### config.mk
export PLATFORM = sky130hd
export DESIGN_NAME = hex_msg_scheduler
export DESIGN_NICKNAME = d
export VERILOG_FILES = /design/src/rtl/hex_disp_pkg.sv /design/src/rtl/glyph_to_seg.sv /design/src/rtl/hex_msg_scheduler.sv
export SDC_FILE = /design/constraint.sdc
export NUM_CORES = 1
export LEC_CHECK = 0
export CORE_UTILIZATION = 50
export DETAILED_ROUTE_END_ITERATION = 16
export PLACE_DENSITY = 0.79
export SYNTH_ARGS = -nofsm -noshare
export SYNTH_HDL_FRONTEND = slang
export SYNTH_SLANG_ARGS = --single-unit
### constraint.sdc
create_clock -name clk -period 2.5 [get_ports clk]
set_input_delay 0.625 -clock clk [delete_from_list [all_inputs] [get_ports clk]]
set_output_delay 0.625 -clock clk [all_outputs]
set_load 0.02 [all_outputs]
### src/rtl/hex_disp_pkg.sv
// Shared types and constants for the seven-segment message scheduler.
package hex_disp_pkg;

    localparam int unsigned GLYPH_W = 5;
    localparam int unsigned SEG_W   = 7;
    localparam int unsigned DIGITS  = 4;

    typedef logic [GLYPH_W-1:0] glyph_t;

    // Digit glyphs share their numeric value; letters follow, then blank.
    localparam glyph_t G_0     = 5'd0;
    localparam glyph_t G_1     = 5'd1;
    localparam glyph_t G_2     = 5'd2;
    localparam glyph_t G_3     = 5'd3;
    localparam glyph_t G_4     = 5'd4;
    localparam glyph_t G_5     = 5'd5;
    localparam glyph_t G_6     = 5'd6;
    localparam glyph_t G_7     = 5'd7;
    localparam glyph_t G_8     = 5'd8;
    localparam glyph_t G_9     = 5'd9;
    localparam glyph_t G_E     = 5'd10;
    localparam glyph_t G_A     = 5'd11;
    localparam glyph_t G_S     = 5'd12;
    localparam glyph_t G_Y     = 5'd13;
    localparam glyph_t G_H     = 5'd14;
    localparam glyph_t G_R     = 5'd15;
    localparam glyph_t G_D     = 5'd16;
    localparam glyph_t G_BLANK = 5'd17;

    localparam logic [SEG_W-1:0] SEG_BLANK = 7'b1111111;

    localparam logic [1:0] MSG_EASY  = 2'd0;
    localparam logic [1:0] MSG_HARD  = 2'd1;
    localparam logic [1:0] MSG_DEAD  = 2'd2;
    localparam logic [1:0] MSG_BLANK = 2'd3;

    typedef enum logic [1:0] {
        S_VALUE   = 2'd0,
        S_MSG_ON  = 2'd1,
        S_MSG_OFF = 2'd2
    } state_t;

    // Four glyphs for one bank, d3 drives HEX3.
    typedef struct packed {
        glyph_t d3;
        glyph_t d2;
        glyph_t d1;
        glyph_t d0;
    } glyph4_t;

    // Text shown for each message id.
    function automatic glyph4_t msg_glyphs(input logic [1:0] id);
        glyph4_t g;
        g = {G_BLANK, G_BLANK, G_BLANK, G_BLANK};
        case (id)
            MSG_EASY: g = {G_E, G_A, G_S, G_Y};
            MSG_HARD: g = {G_H, G_A, G_R, G_D};
            MSG_DEAD: g = {G_D, G_E, G_A, G_D};
            default:  g = {G_BLANK, G_BLANK, G_BLANK, G_BLANK};
        endcase
        return g;
    endfunction

endpackage

### src/rtl/glyph_to_seg.sv
// Combinational glyph decoder: active-low segments {g,f,e,d,c,b,a}.
module glyph_to_seg
    import hex_disp_pkg::*;
(
    input  logic [GLYPH_W-1:0] glyph,
    output logic [SEG_W-1:0]   seg_c
);

    // Glyph code to segment pattern; anything unrecognised is dark.
    always_comb begin
        seg_c = SEG_BLANK;
        case (glyph)
            G_0:     seg_c = 7'b1000000;
            G_1:     seg_c = 7'b1111001;
            G_2:     seg_c = 7'b0100100;
            G_3:     seg_c = 7'b0110000;
            G_4:     seg_c = 7'b0011001;
            G_5:     seg_c = 7'b0010010;
            G_6:     seg_c = 7'b0000010;
            G_7:     seg_c = 7'b1111000;
            G_8:     seg_c = 7'b0000000;
            G_9:     seg_c = 7'b0010000;
            G_E:     seg_c = 7'b0000110;
            G_A:     seg_c = 7'b0001000;
            G_S:     seg_c = 7'b0010010;
            G_Y:     seg_c = 7'b0010001;
            G_H:     seg_c = 7'b0001001;
            G_R:     seg_c = 7'b0101111;
            G_D:     seg_c = 7'b0100001;
            default: seg_c = SEG_BLANK;
        endcase
    end

endmodule

### src/rtl/hex_msg_scheduler.sv
// Arbitrates the four-digit HEX bank between a BCD value and blinking text messages.
module hex_msg_scheduler
    import hex_disp_pkg::*;
#(
    parameter int unsigned TICK_CYCLES   = 50_000_000,
    parameter int unsigned MSG_ON_TICKS  = 2,
    parameter int unsigned MSG_OFF_TICKS = 1,
    parameter int unsigned MSG_BLINKS    = 3,
    parameter int unsigned LZ_BLANK      = 1
)(
    input  logic        clk,
    input  logic        rst_n,
    input  logic [15:0] value_bcd,
    input  logic        value_valid,
    input  logic        msg_req,
    input  logic [1:0]  msg_id,
    output logic        msg_ack,
    output logic        busy,
    output logic [6:0]  hex3,
    output logic [6:0]  hex2,
    output logic [6:0]  hex1,
    output logic [6:0]  hex0
);

    localparam int unsigned TICK_W    = (TICK_CYCLES > 1) ? $clog2(TICK_CYCLES) : 1;
    localparam int unsigned PHASE_MAX = (MSG_ON_TICKS > MSG_OFF_TICKS) ? MSG_ON_TICKS : MSG_OFF_TICKS;
    localparam int unsigned PHASE_W   = (PHASE_MAX > 1) ? $clog2(PHASE_MAX) : 1;
    localparam int unsigned BLINK_W   = $clog2(MSG_BLINKS + 1);

    state_t               state_q, state_d;
    logic [15:0]          value_q;
    logic [1:0]           id_q, id_d;
    logic [TICK_W-1:0]    tick_q, tick_d;
    logic [PHASE_W-1:0]   phase_q, phase_d;
    logic [BLINK_W-1:0]   blink_q, blink_d;
    logic                 ack_d, busy_d;
    logic                 tick_c;

    glyph_t [DIGITS-1:0]              sel_c;
    logic   [DIGITS-1:0][SEG_W-1:0]   seg_c;
    glyph4_t                          msg_g;
    logic                             lead;
    logic   [3:0]                     digit;

    assign tick_c = (tick_q == TICK_W'(TICK_CYCLES - 1));

    // Next-state, counters and handshake outputs.
    always_comb begin
        state_d = state_q;
        id_d    = id_q;
        phase_d = phase_q;
        blink_d = blink_q;
        tick_d  = tick_c ? '0 : tick_q + TICK_W'(1);
        ack_d   = 1'b0;
        busy_d  = busy;
        case (state_q)
            S_VALUE: begin
                if (msg_req) begin
                    state_d = S_MSG_ON;
                    id_d    = msg_id;
                    ack_d   = 1'b1;
                    busy_d  = 1'b1;
                    tick_d  = '0;
                    phase_d = '0;
                    blink_d = BLINK_W'(1);
                end
            end
            S_MSG_ON: begin
                if (tick_c) begin
                    if (phase_q == PHASE_W'(MSG_ON_TICKS - 1)) begin
                        phase_d = '0;
                        if (blink_q == BLINK_W'(MSG_BLINKS)) begin
                            state_d = S_VALUE;
                            busy_d  = 1'b0;
                        end else begin
                            state_d = S_MSG_OFF;
                        end
                    end else begin
                        phase_d = phase_q + PHASE_W'(1);
                    end
                end
            end
            S_MSG_OFF: begin
                if (tick_c) begin
                    if (phase_q == PHASE_W'(MSG_OFF_TICKS - 1)) begin
                        phase_d = '0;
                        blink_d = blink_q + BLINK_W'(1);
                        state_d = S_MSG_ON;
                    end else begin
                        phase_d = phase_q + PHASE_W'(1);
                    end
                end
            end
            default: begin
                state_d = S_VALUE;
                busy_d  = 1'b0;
            end
        endcase
    end

    // Glyph selection for the current state; leading zeros and non-BCD digits go dark.
    always_comb begin
        sel_c = {DIGITS{G_BLANK}};
        msg_g = msg_glyphs(id_q);
        lead  = (LZ_BLANK != 0);
        digit = '0;
        case (state_q)
            S_VALUE: begin
                for (int i = DIGITS - 1; i >= 0; i--) begin
                    digit = value_q[4*i +: 4];
                    if ((i != 0) && lead && (digit == 4'd0)) begin
                        sel_c[i] = G_BLANK;
                    end else begin
                        lead     = 1'b0;
                        sel_c[i] = (digit > 4'd9) ? G_BLANK : GLYPH_W'(digit);
                    end
                end
            end
            S_MSG_ON: sel_c = {msg_g.d3, msg_g.d2, msg_g.d1, msg_g.d0};
            default:  sel_c = {DIGITS{G_BLANK}};
        endcase
    end

    glyph_to_seg u_seg3 (.glyph(sel_c[3]), .seg_c(seg_c[3]));
    glyph_to_seg u_seg2 (.glyph(sel_c[2]), .seg_c(seg_c[2]));
    glyph_to_seg u_seg1 (.glyph(sel_c[1]), .seg_c(seg_c[1]));
    glyph_to_seg u_seg0 (.glyph(sel_c[0]), .seg_c(seg_c[0]));

    // State, counters, value latch and registered outputs.
    always_ff @(posedge clk) begin
        if (!rst_n) begin
            state_q <= S_VALUE;
            value_q <= 16'h0000;
            id_q    <= MSG_EASY;
            tick_q  <= '0;
            phase_q <= '0;
            blink_q <= '0;
            msg_ack <= 1'b0;
            busy    <= 1'b0;
            hex3    <= SEG_BLANK;
            hex2    <= SEG_BLANK;
            hex1    <= SEG_BLANK;
            hex0    <= SEG_BLANK;
        end else begin
            state_q <= state_d;
            id_q    <= id_d;
            tick_q  <= tick_d;
            phase_q <= phase_d;
            blink_q <= blink_d;
            msg_ack <= ack_d;
            busy    <= busy_d;
            hex3    <= seg_c[3];
            hex2    <= seg_c[2];
            hex1    <= seg_c[1];
            hex0    <= seg_c[0];
            if (value_valid) begin
                value_q <= value_bcd;
            end
        end
    end

endmodule

# --- Yosys cells after proc, flatten, opt, wreduce, memory -nomap -nowiden ---
# Memory sizes are Yosys's and may differ from the RTL's. A register that Yosys moved wholly into a read port is not among the register bits.
# Index checks and enable logic that the tools add are counted.
word_totals:
  input_bits: 22
  romBits: 896
  output_inout_bits: 30
  reg_bits: 51
  n_memories: 4
  word_cells: 89
op_classes:
  n_mux: 38
  n_eq_ne: 12
  reduce_logical: 19
  bitwise_logic: 1
  order_cmp: 4
  addsub: 3
memory_table:
  columns: ["memory", "depth", "width", "read_ports", "rd_ports_with_merged_regs", "write_ports", "line", "text"]
  rows:
  - ["(no name shown)", 32, 7, 1, 1, 0, "glyph_to_seg.sv:12", "case (glyph)"]
  - ["(no name shown)", 32, 7, 1, 1, 0, "glyph_to_seg.sv:12", null]
  - ["(no name shown)", 32, 7, 1, 1, 0, "glyph_to_seg.sv:12", null]
  - ["(no name shown)", 32, 7, 1, 1, 0, "glyph_to_seg.sv:12", null]
ops:
  columns: ["operator", "n"]
  rows:
  - ["$mux W26", 3]
  - ["$pmux W20 S3", 1]
  - ["$pmux W20 S2", 1]
  - ["$mux W5", 7]
  - ["$add A26 B1 Y26 const B", 1]
  - ["$eq A26 B26 Y1 const B", 1]
  - ["$gt A4 B4 Y1 const B", 4]
  - ["$mux W2", 8]
  - ["$mux W1", 14]
  - ["$logic_not A4 Y1", 3]
  - ["$ne A2 B2 Y1 const B", 6]
  - ["$reduce_and A5 Y1", 2]
  - ["$reduce_and A4 Y1", 2]
  - ["$eq A2 B2 Y1 const B", 3]
  - ["$pmux W1 S3", 2]
  - ["$pmux W2 S3", 1]
  - ["$eq A2 B1 Y1 const B", 2]
  - ["$logic_not A1 Y1", 4]
  - ["$logic_not A2 Y1", 2]
  - ["$pmux W2 S2", 1]
  - ["$reduce_and A2 Y1", 2]
  - ["$reduce_bool A3 Y1", 1]
  - ["$add A2 B1 Y2 const B", 1]
  - ["$logic_and A1 B1 Y1", 2]
  - ["other kinds (3)", 3]

# --- Longest topological paths before layout ---
# Gate-level depths: netlist of the first run.
logic_depth:
  depth_word: 9
  depth_mapped: 14
  depth_no_buf: 12

# --- Hierarchy ---
# Synthesis of the first run repeated with hierarchy kept, for this count alone.
unflattened:
  hier_cells: 542
  hier_area_um2: 4620.7
modules_own_cells:
  columns: ["module", "cells_each", "n_inst", "area_per_inst_um2", "seq_area_each_um2"]
  rows:
  - ["hex_msg_scheduler", 358, 1, 3280.6, 1581.5]
  - ["glyph_to_seg (u_seg1 ...)", 45, 2, 319.1, 0.0]
  - ["glyph_to_seg (u_seg0)", 46, 1, 352.8, 0.0]
  - ["glyph_to_seg (u_seg2)", 48, 1, 349.1, 0.0]

# --- Worst setup path before layout of the first run ---
# OpenSTA, ideal clock, no wires.
synth_path:
  path_type: "register to register"
  from: "reg state_q[0]"
  to: "reg hex0[3]"
  required_ps: 2379
  t_arrival_ps: 2380
  stages_incl_launch_ff: 13
  path_slack_ps: -1
  synth_period_minus_slack_ps: 2501
  path_cell_list: "dfxtp_1 > inv_1 > ha_1 > buf_2 > buf_2 > inv_1 > o211ai_1 > inv_1 > ha_1 > inv_1 > mux4_1 > nand2_1 > nand2_1"
synth_between:
  elab_chain_len: 2
  word_cells_on_any_way: 3
  classes_between: "eq/ne (1); mux (1); reduce/logical (1)"
synth_lines:
  columns: ["element", "line", "text"]
  rows:
  - ["start, declared", "hex_msg_scheduler.sv:30", "state_t state_q, state_d;"]
  - ["start signal, assigned", "hex_msg_scheduler.sv:145", "state_q <= state_d;"]
  - ["$eq A2 B1 Y1 or $logic_not A2 Y1 (tied branches)", "hex_msg_scheduler.sv:107", "case (state_q)"]
  - ["$pmux W20 S2 (*)", "hex_msg_scheduler.sv:107", null]
  - ["end, declared", "hex_msg_scheduler.sv:22", "output logic [6:0] hex0"]
# Mark *: on every way between the ends. The rest lies on a longest branch, timed or not.
# A chain may end at the register's enable or synchronous reset.

# --- Worst setup path after layout of the first run ---
# Ends and elaborated chain as after synthesis.

==> results.cfg, run 1 <==
[status]
status = finished with violations
violations = DRC

[clocking]
hold_buffers = 0
cts_tree = yes
post_cts_resized = 0
cts.htree.levels = 3
clkTransAtPathRegs_ns = 0.08
cts_buffers = 9
cts.sinks = 79
cts_setup_buffers = 0
root_buffer = clkbuf_8
clockBufferDepth = 2
clkLatencyLatePin_ns = 0.35

[logic_synthesis]
synthesis.area_mm2 = 0.004599
avgSynthCellArea_um2 = 8.914
synth_warnings = 0
synth_cell_type_count = 73
ys_ff_latch = 79
ys_seq_area_share_pct = 34.39
synthArstFlopShare_pct = 0
ys.flop_type = dfxtp_1
synth_nets = 575
synth_cells = 516
synth-edff-count = 0

[min_path]
hold_path.class = flop to flop
min_path_cells = 1
min_to = tick_q[0]
hold_start = tick_q[0]

[final_layout]
layout_common_cells = dfxtp_1, clkdlybuf4s50_1, nand2_1
fill_cells = 729
final_common_cell = dfxtp_1
final_util_pct = 63.06
seqCellArea_mm2 = 0.001583
synthToLayoutAreaGrowth_pct = 20.73
fin_nets = 643
layout-drive-gt1-share_pct = 12.90
antenna_cells = 0
multiInputGateArea_mm2 = 0.002831

[routing]
drt-pass1-iter-count = 11
detail_route.wl_per_cell_um = 14.94
wl_mm = 10.41
drc_errors = 2
num_vias = 3983
drt_iter0_markers = 293
postRouteAntennaNets = 0
avgViaCountPerCell = 5.714

[placement]
port_buffers = 51
dp_hpwl_mm = 7.761
gp_congestion = 0.8997

[floorplanning]
design.core.area_mm2 = 0.008806
initial_core_util_pct = 52.23
dieArea_mm2 = 0.009586
dieWidth_um = 97.91
die_h_um = 97.91
row_count = 34
ios = 52

[timing]
max_slew_margin_pct = 51.33
worst_slew_pin_slew_ns = 0.7239
clock_skew_ns = 0.01934
hold_viol_final = 0
holdWs_ns = 0.4675
finalSetupViolations = 0
rsz0062_at_grt = true
period_share_pct = 94.84
final_max_slew_viol_count = 0
max_freq_mhz = 421.7
setup_tns_ns = 0
fin_crit_ns = 2.371

[global_route]
grt_pass1_vias = 3898
grt_max_degree = 27
grt_overflow = 0
grt_pass1_wl_mm = 17.74
grtUsageTotal_pct = 22.47
antenna_found_initial = 0

[worst_setup_path]
max_stage_delay_ns = 0.49
cp.arrival_ns = 2.61
path_cells = inv_1 > ha_1 > or2_2 > o211ai_1 > inv_1 > ha_1 > inv_1 > mux4_1 > nand2_1 > nand2_1
worstRegToRegCells = 10
cp-startpoint = state_q[0]
crit_top_cell = inv_1
cp-end-kind = flop
crit_path_max_fanout = 5
rrSetupSlack_ns = 0.13
critPathRequiredTime_ns = 2.73
critPathSlowestCell = mux4_1
cp-start-kind = flop
r2r_start = state_q[0]
worstSetupPathType = flop to flop
r2r-end = hex0[3]

[job]
drv_cap = 0

[pwr]
powerDensity_mw_per_mm2 = 615.5
leakagePower_nw = 2.285
ir_worst_vdd_mv = 0.3807
p_total_mw = 3.418
worst max-delay path: cells and delay by family (launching register included):
family / cells / cell delay, ns
AOI/OAI and AO/OA: 1 / 0.13
muxes: 1 / 0.49
DFF: 1 / 0.35
and+or+nand+nor: 3 / 0.49
adders and majority gates: 2 / 0.54
buffers and inverters: 3 / 0.27
synth_stat cells (3+ instances only):
| library cell | n | share of area [%] |
|---|---|---|
| nand2b_1 | 4 | 0.54 |
| ha_1 | 37 | 10 |
| clkbuf_1 | 8 | 0.65 |
| and2_1 | 6 | 0.82 |
| a22oi_1 | 3 | 0.49 |
| nor3_1 | 9 | 0.98 |
| a21boi_0 | 4 | 0.65 |
| o2111ai_1 | 6 | 1.1 |
| o21ai_0 | 20 | 2.2 |
| nand4_1 | 9 | 1.2 |
| mux2_2 | 4 | 0.98 |
| a21oi_1 | 13 | 1.4 |
| nand2_1 | 46 | 3.8 |
| nor2b_1 | 21 | 2.9 |
| inv_1 | 26 | 2.1 |
| mux2i_1 | 24 | 5.2 |
| a21boi_1 | 3 | 0.49 |
| nand3_1 | 29 | 3.2 |
| and4_1 | 3 | 0.57 |
| xnor2_1 | 8 | 1.5 |
| o211ai_1 | 8 | 1.3 |
| buf_2 | 10 | 1.1 |
| o21a_1 | 3 | 0.49 |
| dfxtp_1 | 79 | 34 |
| o31ai_1 | 4 | 0.65 |
| nor2_1 | 40 | 3.3 |
| xor2_1 | 18 | 3.4 |
| and3_1 | 11 | 1.5 |
registers in the layout, indices dropped and copies added, names as in the netlist:
| signal | cells |
|---|---|
| tick_q | 26 |
| value_q | 16 |
| hex0 | 7 |
| hex1 | 7 |
| hex2 | 7 |
| hex3 | 7 |
| blink_q | 2 |
| id_q | 2 |
| state_q | 2 |
| busy | 1 |
| msg_ack | 1 |
| phase_q | 1 |
layout make-up:
cell class / instances / area share (%)
Multi-Input combinational cell: 390 / 50.99
Sequential cell: 79 / 28.50
Timing Repair Buffer: 78 / 12.91
Clock buffer: 10 / 2.479
Tap cell: 108 / 2.434
Inverter: 26 / 1.758
Clock inverter: 6 / 0.9238
through the flow:
| step | setup slack (ns) | instances | area (µm²) |
|---|---|---|---|
| after floorplan | 0.01359 | 516 | 4599 |
| after global placement | 0.1948 | 681 | 5353 |
| after detailed placement | 0.1040 | 681 | 5353 |
| after CTS | 0.09041 | 697 | 5542 |
| after global routing | -0.0008082 | 697 | 5553 |
| final | 0.1289 | 697 | 5553 |
cell families after synthesis:
| family | Yosys count | synth area share, % |
|---|---|---|
| and+or+nand+nor | 198 | 22.91 |
| AOI/OAI and AO/OA | 98 | 15.91 |
| DFF | 79 | 34.39 |
| buffers and inverters | 47 | 4.189 |
| adders and majority gates | 37 | 10.07 |
| muxes | 31 | 7.590 |
| xor gates and xnor gates | 26 | 4.951 |
where the power goes:
group,switching [mW],internal (mW),leakage [nW]
combinational,0.587,0.503,1.54
sequential,0.0583,1.37,0.650
clock,0.497,0.402,0.0939
metal layers:
metal,GRT usage [%],part of all wire (%),vias to the layer above
li1,-,-,1965
met1,26.84,44,1894
met2,38.95,50,99
met3,5.154,3.6,25
met4,8.858,2.1,0
met5,0,0,-
how the worst max path moves through the flow:
| stage | to | slack, ns | depth (start not counted) |
|---|---|---|---|
| final | hex0[3] | 0.13 | 10 |
| after global routing | hex1[3] | -0.0008 | 11 |
| after CTS | hex0[3] | 0.09 | 10 |
| after detailed placement | hex0[3] | 0.10 | 10 |
| after global placement | hex0[3] | 0.19 | 10 |
| after floorplan | hex0[3] | 0.01 | 12 |
Note: power is estimated with default switching activity, not from simulation.
==> run 2: changes to the inputs <==
CELL_PAD_IN_SITES_DETAIL_PLACEMENT = 0   (was default)
CELL_PAD_IN_SITES_GLOBAL_PLACEMENT = 1   (was default)
CORE_UTILIZATION = 39   (was 50)
PLACE_DENSITY = 0.8   (was 0.79)
==> run 2 against run 1 <==
Sequential cell count unchanged. Setup slack improved by 0.012 ns. Routed wire length decreased by 3.4%. First-iteration DRC count decreased by 46%. The run now ends clean. Register-to-register slack about the same. Die area increased by 28%. Global-route usage decreased by 5.3 points.
==> results.cfg, run 2 (synthesized netlist as in run 1, its figures left out) <==
[clocking]
cts.sinks = 79
root_buffer = clkbuf_16
cts_buffers = 9
clkTransAtPathRegs_ns = 0.06
hold_buffers = 0
clockBufferDepth = 2
clkLatencyLatePin_ns = 0.34
cts_tree = yes
cts.htree.levels = 3

[global_route]
grtUsageTotal_pct = 17.19
grt_overflow = 0
grt_max_degree = 27
grt_pass1_wl_mm = 17.40
grt_pass1_vias = 3689
antenna_found_initial = 0

[floorplanning]
design.core.area_mm2 = 0.01147
row_count = 39
die_h_um = 110.6
initial_core_util_pct = 40.11
dieArea_mm2 = 0.01223
dieWidth_um = 110.6
ios = 52

[pwr]
ir_worst_vdd_mv = 0.3265
leakagePower_nw = 2.348
powerDensity_mw_per_mm2 = 697.8

[final_layout]
final_cell_area_mm2 = 0.005738
top_register = tick_q
antenna_cells = 0
layout-drive-gt1-share_pct = 12.61
top_regs = tick_q: 26 flops, value_q: 16 flops
final_common_cell = dfxtp_1
synthToLayoutAreaGrowth_pct = 24.76
layout_common_cells = dfxtp_1, clkdlybuf4s50_1, nand2_1
final_util_pct = 50.04
largest_register_ffs = 26
fin_nets = 641

[worst_setup_path]
critical_path_buf_inv_count = 3
max_stage_delay_ns = 0.48
worstSetupPathType = flop to flop
path_delay_family = adder cells
cp-end-kind = flop
critPathSlowestCell = mux4_1
cp.arrival_ns = 2.58
cp-start-kind = flop
path_cells = inv_1 > ha_2 > or2_2 > o211ai_1 > inv_1 > ha_1 > inv_1 > mux4_1 > nand2_1 > nand2_1
crit_top_cell = inv_1
critPathRequiredTime_ns = 2.72
crit_path_max_fanout = 6

[timing]
clock_skew_ns = 0.006694
rsz0062_at_grt = false
final_max_slew_viol_count = 0
fin_crit_ns = 2.360
max_freq_mhz = 423.8
period_share_pct = 94.38
setup_tns_ns = 0
worst_slew_pin_slew_ns = 0.6505
finalSetupViolations = 0
max_slew_margin_pct = 56.27
hold_viol_final = 0

[min_path]
hold_path.class = flop to flop

[routing]
num_vias = 3833
wl_mm = 10.06
detail_route.wl_per_cell_um = 13.77
drt-pass1-iter-count = 4
drc_errors = 0
avgViaCountPerCell = 5.251
postRouteAntennaNets = 0
drt_iter0_markers = 159

[job]
drv_cap = 0

[placement]
dpl_cell_area_mm2 = 0.005374
dp_hpwl_mm = 7.502
gp_congestion = 0.8493
port_buffers = 51

[status]
status = finished, final reports clean
==> run 2: changes by cell type in the layout (fill, tap and decap cells not counted), sizes merged <==
cell,previous run,this run
inv,29,26
clkinvlp,1,0
buf,27,25
bufinv,0,3
clkbuf,10,9
clkinv,2,4
==> run 2: layer usage <==
metal  track usage [%]  vias up  wire, µm
li1                  -     1952         -
met1             23.18     1821      5100
met2             26.67       54      4622
met3             4.171        6       262
met4             6.044        0        70
met5                 0        -         0
==> run 2: cell type report <==
type	instances	area, µm²
Tap cell	143	178.9
Multi-Input combinational cell	390	2835
Clock buffer	9	225.2
Fill cell	1091	5729
Timing Repair Buffer	76	698.2
Sequential cell	79	1582
Inverter	26	97.59
Clock inverter	7	121.4
==> run 2: final timing paths <==
check | start | to | slack [ns] | cells after the start
setup / recovery | state_q[0] | hex0[3] | 0.14 | 10
hold / removal | tick_q[0] | tick_q[0] | 0.46 | 1
setup reg to reg | state_q[0] | hex0[3] | 0.14 | 10
hold reg to reg | tick_q[0] | tick_q[0] | 0.46 | 1
==> run 2: per-stage QoR <==
stage	hold slack (ns)	std cells	total power, mW	worst slack [ns]
CTS	0.4705	729	4.036	0.08701
global placement	0.4398	713	2.503	0.1713
detailed placement	0.4566	713	2.514	0.1087
floorplan	0.4260	516	2.121	0.01359
finish	0.4625	730	4.004	0.1404
global route	0.4951	730	4.219	0.003065
==> run 2: power breakdown <==
group	total, mW	switching, mW	internal [mW]
Combinational	1.07	0.571	0.501
Clock	1.51	0.528	0.978
Sequential	1.43	0.0530	1.37
Total	4.00	1.15	2.85
==> run 2: repair_timing <==
action | 4_1_cts | 5_1_grt
setup endpoints to repair | 0 | 6
setup buffers | 0 | 1
resized for setup | 0 | 3
==> run 3: changes to the inputs <==
CORE_MARGIN = 4   (was default)
CORE_UTILIZATION = 43   (was 39)
PLACE_DENSITY = 0.84   (was 0.8)
clock period = 2.2 ns   (was 2.5 ns; I/O delays follow)
==> run 3 against run 2 <==
Clock power down 15%. Maximum frequency rose by 11%. Sequential share of layout area decreased by 0.93 points. Sequential cell count unchanged. Count of clock-buffer cells in the layout increased by 3. Global-route usage is 0.86 points higher. Highest routed layer unchanged.
==> results.cfg, run 3 (synthesized netlist as in run 1, its figures left out) <==
[routing]
drt-pass1-iter-count = 5
postRouteAntennaNets = 0
drc_errors = 0
detail_route.wl_per_cell_um = 14.81
avgViaCountPerCell = 5.359
wl_mm = 11.09
num_vias = 4014
drt_iter0_markers = 232

[min_path]
hold_start = tick_q[0]
min_path_cells = 1
min_to = tick_q[0]
hold_path.class = flop to flop

[pwr]
ir_worst_vdd_mv = 0.3726
powerDensity_mw_per_mm2 = 714.8
leakagePower_nw = 2.450
p_total_mw = 4.262

[worst_setup_path]
cp-start-kind = flop
critPathRequiredTime_ns = 2.49
crit_path_max_fanout = 6
rrSetupSlack_ns = 0.07
cp.arrival_ns = 2.42
cp-end-kind = flop
r2r_start = value_q[13]
worstRegToRegCells = 6
worstSetupPathType = flop to flop
r2r-end = hex1[3]

[timing]
final_max_slew_viol_count = 0
clock_skew_ns = 0.009409
finalSetupViolations = 0
max_freq_mhz = 469.6
period_share_pct = 96.79
worst_slew_pin_slew_ns = 0.6217
holdWs_ns = 0.4640
max_slew_margin_pct = 58.20
fin_ws_ns = 0.07053
rsz0062_at_grt = true
fin_crit_ns = 2.129
hold_viol_final = 0

[placement]
dpl_cell_area_mm2 = 0.005584
dp_hpwl_mm = 8.236
pre_cts_ws_ns = 0.01691
gp_congestion = 0.8999
dp.cells = 729
port_buffers = 51

[final_layout]
final_cells = 749
final_cell_area_mm2 = 0.005962
fin_nets = 667
largest_register_ffs = 26
top_regs = tick_q: 26 flops, value_q: 16 flops
fill_cells = 922
top_register = tick_q
final_common_cell = dfxtp_1
layout-drive-gt1-share_pct = 19.58
layout_common_cells = dfxtp_1, clkdlybuf4s50_1, buf_4
synthToLayoutAreaGrowth_pct = 29.62
antenna_cells = 0

[clocking]
clockBufferDepth = 2
clkLatencyLatePin_ns = 0.36
root_buffer = clkbuf_8
cts.htree.levels = 3
cts.sinks = 79
cts_tree = yes
cts_buffers = 9
clkTransAtPathRegs_ns = 0.08

[floorplanning]
ios = 52
dieWidth_um = 111.4
die_h_um = 111.4
design.core.area_mm2 = 0.01037
row_count = 37
initial_core_util_pct = 44.35
dieArea_mm2 = 0.01241

[global_route]
grt_max_degree = 26
grt_pass1_vias = 3906
grt_overflow = 0
grtUsageTotal_pct = 18.05
antenna_found_initial = 0
grt_pass1_wl_mm = 18.64

[status]
status = finished, final reports clean

[job]
drv_cap = 0
[run 3: cell count changes in the layout (fill, tap and decap cells not counted), moves of 5 or more]
cell / before / now
ha_4: 0 / 5
clkbuf_8: 0 / 9
inv_1: 26 / 21
buf_4: 25 / 48
ha_1: 36 / 31
clkbuf_16: 9 / 0
[run 3: routing by layer]
metal	GRT usage, %	part of all wire, %	wire length (µm)	up-vias
met5	0	0	0	-
met4	6.813	1.5	165	0
met3	3.696	3.5	389	14
met2	29.15	47	5260	81
met1	23.83	48	5275	1906
li1	-	-	-	2013
[run 3: worst max-delay path by stage]
stage                     start      end  slack, ns  cells past startpoint
floorplan            state_q[0]  hex0[3]      -0.03                     12
global placement     state_q[1]  hex2[1]       0.04                     11
detailed placement   state_q[1]  hex2[1]       0.02                     11
CTS                  state_q[0]  hex3[4]       0.03                     10
global route         state_q[1]  hex3[4]      -0.02                      9
finish              value_q[13]  hex1[3]       0.07                      6
[run 3: where the power goes]
group          switching [mW]  internal, mW
sequential             0.0575          1.56
clock                   0.522         0.754
combinational           0.708         0.663
total                    1.29          2.98
[run 3: repair_timing]
| item | in CTS | in global routing |
|---|---|---|
| pin swaps | 0 | 8 |
| hold buffers | 0 | 0 |
| endpoints found under the setup margin | 2 | 11 |
| gates resized for setup | 2 | 24 |
| buffers inserted | 0 | 4 |
[run 3: worst max-delay path: stages (launching register included)]
cell,delay [ns]
dfxtp_1,0.36
nor4_4,0.42
nand4_2,0.18
and3_4,0.21
ha_1,0.31
mux4_2,0.46
o21ai_1,0.11
[run 3: final cells by class]
class | count | area [µm²] | share of cell area (%)
clock inverter | 4 | 95.09 | 1.595
tap | 136 | 170.2 | 2.854
inverter | 26 | 102.6 | 1.721
timing repair buffer | 102 | 913.4 | 15.32
clock buffer | 12 | 135.1 | 2.267
sequential | 79 | 1588 | 26.63
multi-input combinational | 390 | 2958 | 49.61
[run 3: per-stage QoR]
stage | TNS, ns | utilization, %
2_1_floorplan | -0.03336 | -
3_3_place_gp | 0 | 53.85
3_5_place_dp | 0 | 53.85
4_1_cts | 0 | 56.14
5_1_grt | -0.06822 | 57.49
6_report | 0 | 57.49
